**src/rtl/systolic_feeder.sv**
```systemverilog
// Edge feeder for an N x N systolic MAC array: skews A/B k-step vectors onto the
// west/north edges, drives the shared clock-enable and flushes zeros to drain the tile.
module systolic_feeder #(
   parameter int N   = 4,
   parameter int W   = 16,
   parameter int K_W = 8
) (
   input  logic             clk,
   input  logic             rst_n,
   input  logic             start,
   input  logic [K_W-1:0]   k_len,
   input  logic             in_valid,
   output logic             in_ready,
   input  logic [N*W-1:0]   a_vec,
   input  logic [N*W-1:0]   b_vec,
   output logic [N*W-1:0]   west_out,
   output logic [N*W-1:0]   north_out,
   output logic             ce,
   output logic             busy,
   output logic             done
);

   typedef enum logic [1:0] {
      IDLE   = 2'd0,
      STREAM = 2'd1,
      FLUSH  = 2'd2,
      DONE   = 2'd3
   } state_t;

   // Flush must cover the deepest skew lane plus the diagonal hop count across the array.
   localparam int FL_W = $clog2(2 * N);
   localparam logic [FL_W-1:0] FLUSH_LEN = FL_W'(2 * N - 2);
   localparam logic [FL_W-1:0] FL_ONE    = FL_W'(1'b1);
   localparam logic [K_W-1:0]  K_ONE     = K_W'(1'b1);

   state_t            state_r;
   state_t            state_nxt_s;
   logic [K_W-1:0]    k_len_r;
   logic [K_W-1:0]    step_cnt_r;
   logic [FL_W-1:0]   flush_cnt_r;
   logic              adv_s;
   logic              inject_s;
   logic              last_step_s;
   logic              ce_r;
   logic              done_r;
   logic [N*W-1:0]    inj_a_s;
   logic [N*W-1:0]    inj_b_s;

   // State register.
   always_ff @(posedge clk or negedge rst_n) begin
      if (!rst_n) begin
         state_r <= IDLE;
      end else begin
         state_r <= state_nxt_s;
      end
   end

   // Next-state decode and advance generation.
   always_comb begin
      state_nxt_s = state_r;
      adv_s       = 1'b0;
      inject_s    = 1'b0;
      last_step_s = 1'b0;
      case (state_r)
         IDLE: begin
            if (start) begin
               if (k_len != {K_W{1'b0}}) begin
                  state_nxt_s = STREAM;
               end else begin
                  state_nxt_s = DONE;
               end
            end else begin
               state_nxt_s = IDLE;
            end
         end
         STREAM: begin
            if (in_valid) begin
               adv_s    = 1'b1;
               inject_s = 1'b1;
               if ((step_cnt_r + K_ONE) == k_len_r) begin
                  last_step_s = 1'b1;
                  state_nxt_s = FLUSH;
               end else begin
                  state_nxt_s = STREAM;
               end
            end else begin
               state_nxt_s = STREAM;
            end
         end
         FLUSH: begin
            adv_s = 1'b1;
            if (flush_cnt_r == FL_ONE) begin
               state_nxt_s = DONE;
            end else begin
               state_nxt_s = FLUSH;
            end
         end
         DONE: begin
            state_nxt_s = IDLE;
         end
         default: begin
            state_nxt_s = IDLE;
         end
      endcase
   end

   // Tile length latch, accepted-step counter and flush countdown.
   always_ff @(posedge clk or negedge rst_n) begin
      if (!rst_n) begin
         k_len_r     <= {K_W{1'b0}};
         step_cnt_r  <= {K_W{1'b0}};
         flush_cnt_r <= {FL_W{1'b0}};
      end else begin
         if ((state_r == IDLE) && start && (k_len != {K_W{1'b0}})) begin
            k_len_r    <= k_len;
            step_cnt_r <= {K_W{1'b0}};
         end else if (inject_s) begin
            step_cnt_r <= step_cnt_r + K_ONE;
         end else begin
            step_cnt_r <= step_cnt_r;
         end
         if (last_step_s) begin
            flush_cnt_r <= FLUSH_LEN;
         end else if (state_r == FLUSH) begin
            flush_cnt_r <= flush_cnt_r - FL_ONE;
         end else begin
            flush_cnt_r <= flush_cnt_r;
         end
      end
   end

   assign inj_a_s = inject_s ? a_vec : {(N*W){1'b0}};
   assign inj_b_s = inject_s ? b_vec : {(N*W){1'b0}};

   // Lane i is a chain of i+1 registers, so its edge value trails lane 0 by i advances.
   for (genvar i = 0; i < N; i++) begin : g_lane
      logic [W-1:0] west_chain_r  [0:i];
      logic [W-1:0] north_chain_r [0:i];

      // Skew chain shift, gated by the advance.
      always_ff @(posedge clk or negedge rst_n) begin
         if (!rst_n) begin
            for (int j = 0; j <= i; j++) begin
               west_chain_r[j]  <= {W{1'b0}};
               north_chain_r[j] <= {W{1'b0}};
            end
         end else if (adv_s) begin
            west_chain_r[0]  <= inj_a_s[i*W +: W];
            north_chain_r[0] <= inj_b_s[i*W +: W];
            for (int j = 1; j <= i; j++) begin
               west_chain_r[j]  <= west_chain_r[j-1];
               north_chain_r[j] <= north_chain_r[j-1];
            end
         end
      end

      assign west_out[i*W +: W]  = west_chain_r[i];
      assign north_out[i*W +: W] = north_chain_r[i];
   end

   // Clock-enable lags the advance so the array samples each edge value after it settles.
   always_ff @(posedge clk or negedge rst_n) begin
      if (!rst_n) begin
         ce_r   <= 1'b0;
         done_r <= 1'b0;
      end else begin
         ce_r   <= adv_s;
         done_r <= (state_nxt_s == DONE);
      end
   end

   assign ce       = ce_r;
   assign done     = done_r;
   assign in_ready = (state_r == STREAM);
   assign busy     = (state_r != IDLE);

endmodule

```
**config.mk**
```make
export PLATFORM = sky130hd
export DESIGN_NAME = systolic_feeder
export DESIGN_NICKNAME = d
export VERILOG_FILES = /design/src/rtl/systolic_feeder.sv
export SDC_FILE = /design/constraint.sdc
export NUM_CORES = 1
export LEC_CHECK = 0
export CORE_AREA = 2 2 178 180
export CTS_BUF_LIST = sky130_fd_sc_hd__clkbuf_16
export DETAILED_ROUTE_END_ITERATION = 7
export DIE_AREA = 0 0 180 182
export PLACE_DENSITY_LB_ADDON = 0.05
export SYNTH_ARGS = -nofsm -noshare
export SYNTH_HDL_FRONTEND = slang
export SYNTH_SLANG_ARGS = --single-unit
```
**constraint.sdc**
```tcl
create_clock -name clk -period 1.7 [get_ports clk]
set_clock_uncertainty 0.1 [all_clocks]
set_input_delay 0.17 -clock clk [delete_from_list [all_inputs] [get_ports clk]]
set_output_delay 0.17 -clock clk [all_outputs]
set_load 0.005 [all_outputs]
```
# After elaboration in Yosys (flattened, before gate mapping)
# Index checks and enable logic that the tools add are counted.
word_totals:
  register_bits: 343
  in_bits: 140
  output_inout_bits: 132
  wordCells: 59
op_classes:
  addsub: 2
  n_eq_ne: 6
  n_mux: 18
  n_reduce_logical: 7
op_table:
  columns: ["op", "count"]
  rows:
  - ["$mux W64", 2]
  - ["$mux W8", 2]
  - ["$add A8 B1 Y8 const B", 1]
  - ["$eq A8 B8 Y1", 1]
  - ["$mux W2", 4]
  - ["$pmux W2 S4", 1]
  - ["$reduce_bool A8 Y1", 1]
  - ["$eq A2 B2 Y1 const B", 3]
  - ["$mux W1", 6]
  - ["$mux W3", 2]
  - ["$reduce_bool A2 Y1", 3]
  - ["$eq A3 B1 Y1 const B", 1]
  - ["$sub A3 B1 Y3 const B", 1]
  - ["$eq A2 B1 Y1 const B", 1]
  - ["$logic_and A1 B1 Y1", 2]
  - ["$logic_not A2 Y1", 1]
  - ["$pmux W1 S2", 1]

# Longest topological paths before layout
logic_depth:
  word_depth: 6
  depth_mapped: 10
  mapped_depth_nobuf: 7

# Least setup slack after synthesis
# Ideal clock, no wire load.
synth_timing:
  path_type: "register -> register"
  startpoint: "register state_r[1]"
  endpoint: "register g_lane[3].west_chain_r[17] (netlist name)"
  setup_ns: 0.117
  arrival_ns: 1.638
  required_time_ns: 1.483
  slack_ns: -0.155
  path_stages_with_launch: 11
  path_buffers: 3
  period_less_slack_ns: 1.855
  cell_sequence: "dfrtp_1 > inv_1 > ha_1 > and2_1 > buf_2 > o21ai_2 > inv_2 > buf_2 > buf_1 > nand2_1 > nand2_1"
synth_via:
  elab_chain_len: 2
  word_cells_on_any_way: 3
  classes_between: "eq/ne: 2; mux: 1"
synth_lines:
  columns: ["item", "line", "source"]
  rows:
  - ["start, declared", "36", "state_t state_r;"]
  - ["start signal, assigned", "54", "state_r <= state_nxt_s;"]
  - ["$eq A2 B1 Y1", null, null]
  - ["named net in_ready", "13", "output logic in_ready,"]
  - ["$pmux W1 S2", "64", "case (state_r)"]
  - ["end signal, assigned by index", "144", "west_chain_r[j] <= {W{1'b0}};"]
  - ["end signal, assigned by index", "151", "west_chain_r[j] <= west_chain_r[j-1];"]
  - ["end, declared", "137", "logic [W-1:0] west_chain_r [0:i];"]
# The timed path passes the listed nets, and every way through them passes these cells.
# A chain may end at the register's enable or synchronous reset.

# Worst setup path after layout
layout_timing:
  startpoint: "register state_r[1]"
  endpoint: "register g_lane[3].west_chain_r[50] (netlist name)"
layout_via:
  elab_chain_len: 3
  word_cells_on_any_way: 5
  classes_between: "eq/ne: 2; mux: 3"
layout_lines:
  columns: ["item", "line", "source"]
  rows:
  - ["$eq A2 B1 Y1", "64", null]
  - ["$mux W1", "64", null]
  - ["$mux W64", "132", "assign inj_a_s = inject_s ? a_vec : {(N*W){1'b0}};"]
# Several ways; a longest one is shown, not always the timed one.

==> run metrics <==
Synth area leaders dfrtp_1 63%, nand2_1 16%, a22o_1 8.2%; violated checks setup timing; max-cap violations 0; Mean Syn Cell Area 10.27 sq um; CTS root buf clkbuf_16; TritonCTS Sinks 343; Layout area overhead 34.94%; Final Cycle Share 1.078; Worst-Margin Slew 0.3568 ns; Ports 272; Crit path arrival time 2.12 ns; synthesis-stage register bit count 343; total power 32.74 mW; Hold WC Path Type in -> async; CTS Buffer Depth 3; Tmin final 1.832 ns; CTS tree yes; CP startpoint kind register; wire per inst 15.94 microns; vias in the first global route 9987; asr flop ratio synth 1.000; Routed WL 32.16 mm; Die H 182 microns; WS Path Type reg -> reg; yosys warns 0; Post-Layout Cell Count 2017; Synth Net Count 1482; Max VDD drop 853.3 uV; Starting Density 0.4424; status finished with violations; # fillers 2640; dpl cells 1928; Die Area 32760 sq um; Relative slew margins 0.7621; First-pass DRT Iterations 4; vias post-DR 9783; final hold slack 0.04143 ns; Final GP Congestion 0.7945; number of synthesized flops with an enable pin 0; FP Rows 65; Port Buf Inserts 271; DRC 0; power per cell area 1770 nW/um^2; setup violators final 249; Register Area 8589 sq um; Main synth FF type dfrtp_1; core area 30990 sq um; layout cells sized above 1 0.1314; Fin. Hold Viols 0; Synth Cell Area 13710 sq um; CTS Buf Count 37; Crit. End Element register; CTS H-tree depth 2; vias per cell 4.850; Final HPWL DP 21.37 mm; sequential cell area fraction in the yosys report 0.6262; initial detailed-routing violation count 719; post-synthesis instance total 1335; Detail Route Antenna Nets 0; post-synth top area cell dfrtp_1; largest net degree at the start of global routing 67; die width 180 microns; NumNets Final 1737; GRT Overall Usage 0.1934; gr ovfl total 0; leakage 9.284 nW; RSZ-0062 raised after global routing yes; most frequent cells after synthesis 591 x nand2_1, 343 x dfrtp_1, 128 x a22o_1; worst setup margin -0.1325 ns; most numerous cell in the Yosys netlist nand2_1; WP data required 1.99 ns; Synth cell types 42; multi-input logic area 4269 sq um; Fmax 545.7 MHz; worst skew pair latency 0.51 ns; global-route wire length before repair 51.72 mm; fin. max-slew vios 0; Yosys top cell area share 0.6262; critical path peak fanout 7; initial antenna violation count 2; clock-pin slew on the worst setup and hold paths 0.06 ns
-- layout make-up --
| type | instances | area share |
|---|---|---|
| diodes | 2 | 0.0002706 |
| clock buffers | 38 | 0.05141 |
| clock inverters | 24 | 0.005817 |
| inverters | 9 | 0.002097 |
| multi-input cells | 811 | 0.2308 |
| flip-flops and latches | 343 | 0.4644 |
| well taps | 402 | 0.02719 |
| repair buffers | 388 | 0.2180 |
-- power breakdown --
group          switching (mW)  total, mW  internal [mW]
clock                    3.09       7.10           4.02
combinational            5.65       12.4           6.74
sequential               1.81       13.2           11.4
-- cell usage in the layout, fill, tap and decap left out, types with 7 or more instances in the layout --
cell type and count:
a22o_1 128, buf_12 22, buf_4 76, buf_6 7, clkbuf_16 42, clkdlybuf4s50_1 254
clkinv_1 10, dfrtp_1 338, dlygate4sd2_1 14, inv_1 15, mux2_1 7, nand2_1 583
nand2_2 7, nor2_1 11, xnor2_1 9
-- metrics by stage --
| stage | setup WS [ns] | TNS (ns) | utilization | area, sq um |
|---|---|---|---|---|
| floorplan | -0.02241 | -2.727 | - | 13860 |
| global placement | -0.4377 | -26.11 | 0.5458 | 16910 |
| detailed placement | -0.4490 | -33.77 | 0.5458 | 16910 |
| CTS | -0.07461 | -7.265 | 0.5823 | 18040 |
| global route | -0.1738 | -32.00 | 0.5969 | 18490 |
| finish | -0.1325 | -10.62 | 0.5969 | 18500 |
-- what timing repair did --
action / in CTS / in global routing
setup endpoints to repair: 337 / 343
endpoints found under the hold margin: 319 / 0
hold buffers: 1 / 0
cloned: 0 / 5
buffers inserted: 2 / 17
pin swaps: 3 / 57
resized for setup: 37 / 49
-- worst max-delay path: stages (launching register included) --
cell	delay (ns)
dfrtp_1	0.39
inv_2	0.11
ha_4	0.15
and2_4	0.15
o21ai_4	0.06
buf_12	0.15
buf_8	0.13
buf_6	0.12
clkbuf_16	0.15
a22o_1	0.20
-- cells by family after synthesis --
logic type / share of synthesized area
xor gates and xnor gates: 0.01022
DFF: 0.6262
buffers and inverters: 0.08015
muxes: 0.005751
adders and majority gates: 0.006389
and+or+nand+nor: 0.1764
AOI/OAI and AO/OA: 0.09484
-- layer usage --
layer / part of all wire / global-route usage / up-vias
li1: - / - / 4742
met1: 0.44 / 0.2565 / 4773
met4: 0.026 / 0.06114 / 0
met2: 0.47 / 0.3085 / 216
met3: 0.066 / 0.05576 / 52
met5: 0 / 0 / -
-- path summary, 6_finish.rpt --
path / from / endpoint / slack, ns / cells after the start
min: rst_n / north_out[62] / 0.04 / 2
min reg2reg: g_lane[3].west_chain_r[43] / g_lane[3].west_chain_r[27] / 0.36 / 2
max reg2reg: state_r[1] / g_lane[3].west_chain_r[50] / -0.13 / 9
max in group asynchronous: rst_n / k_len_r[6] / 0.72 / 4
min in group clk: b_vec[16] / g_lane[1].north_chain_r[16] / 0.15 / 2
max: state_r[1] / g_lane[3].west_chain_r[50] / -0.13 / 9
-- sequential cells by signal, indices dropped and copies added, names as in the netlist --
register,count
step_cnt_r,8
ce,1
k_len_r,8
state_r,2
flush_cnt_r,3
north_out,48
west_out,48
done,1
g_lane.west_chain_r,112
g_lane.north_chain_r,112
Note: power is estimated with default switching activity, not from simulation.
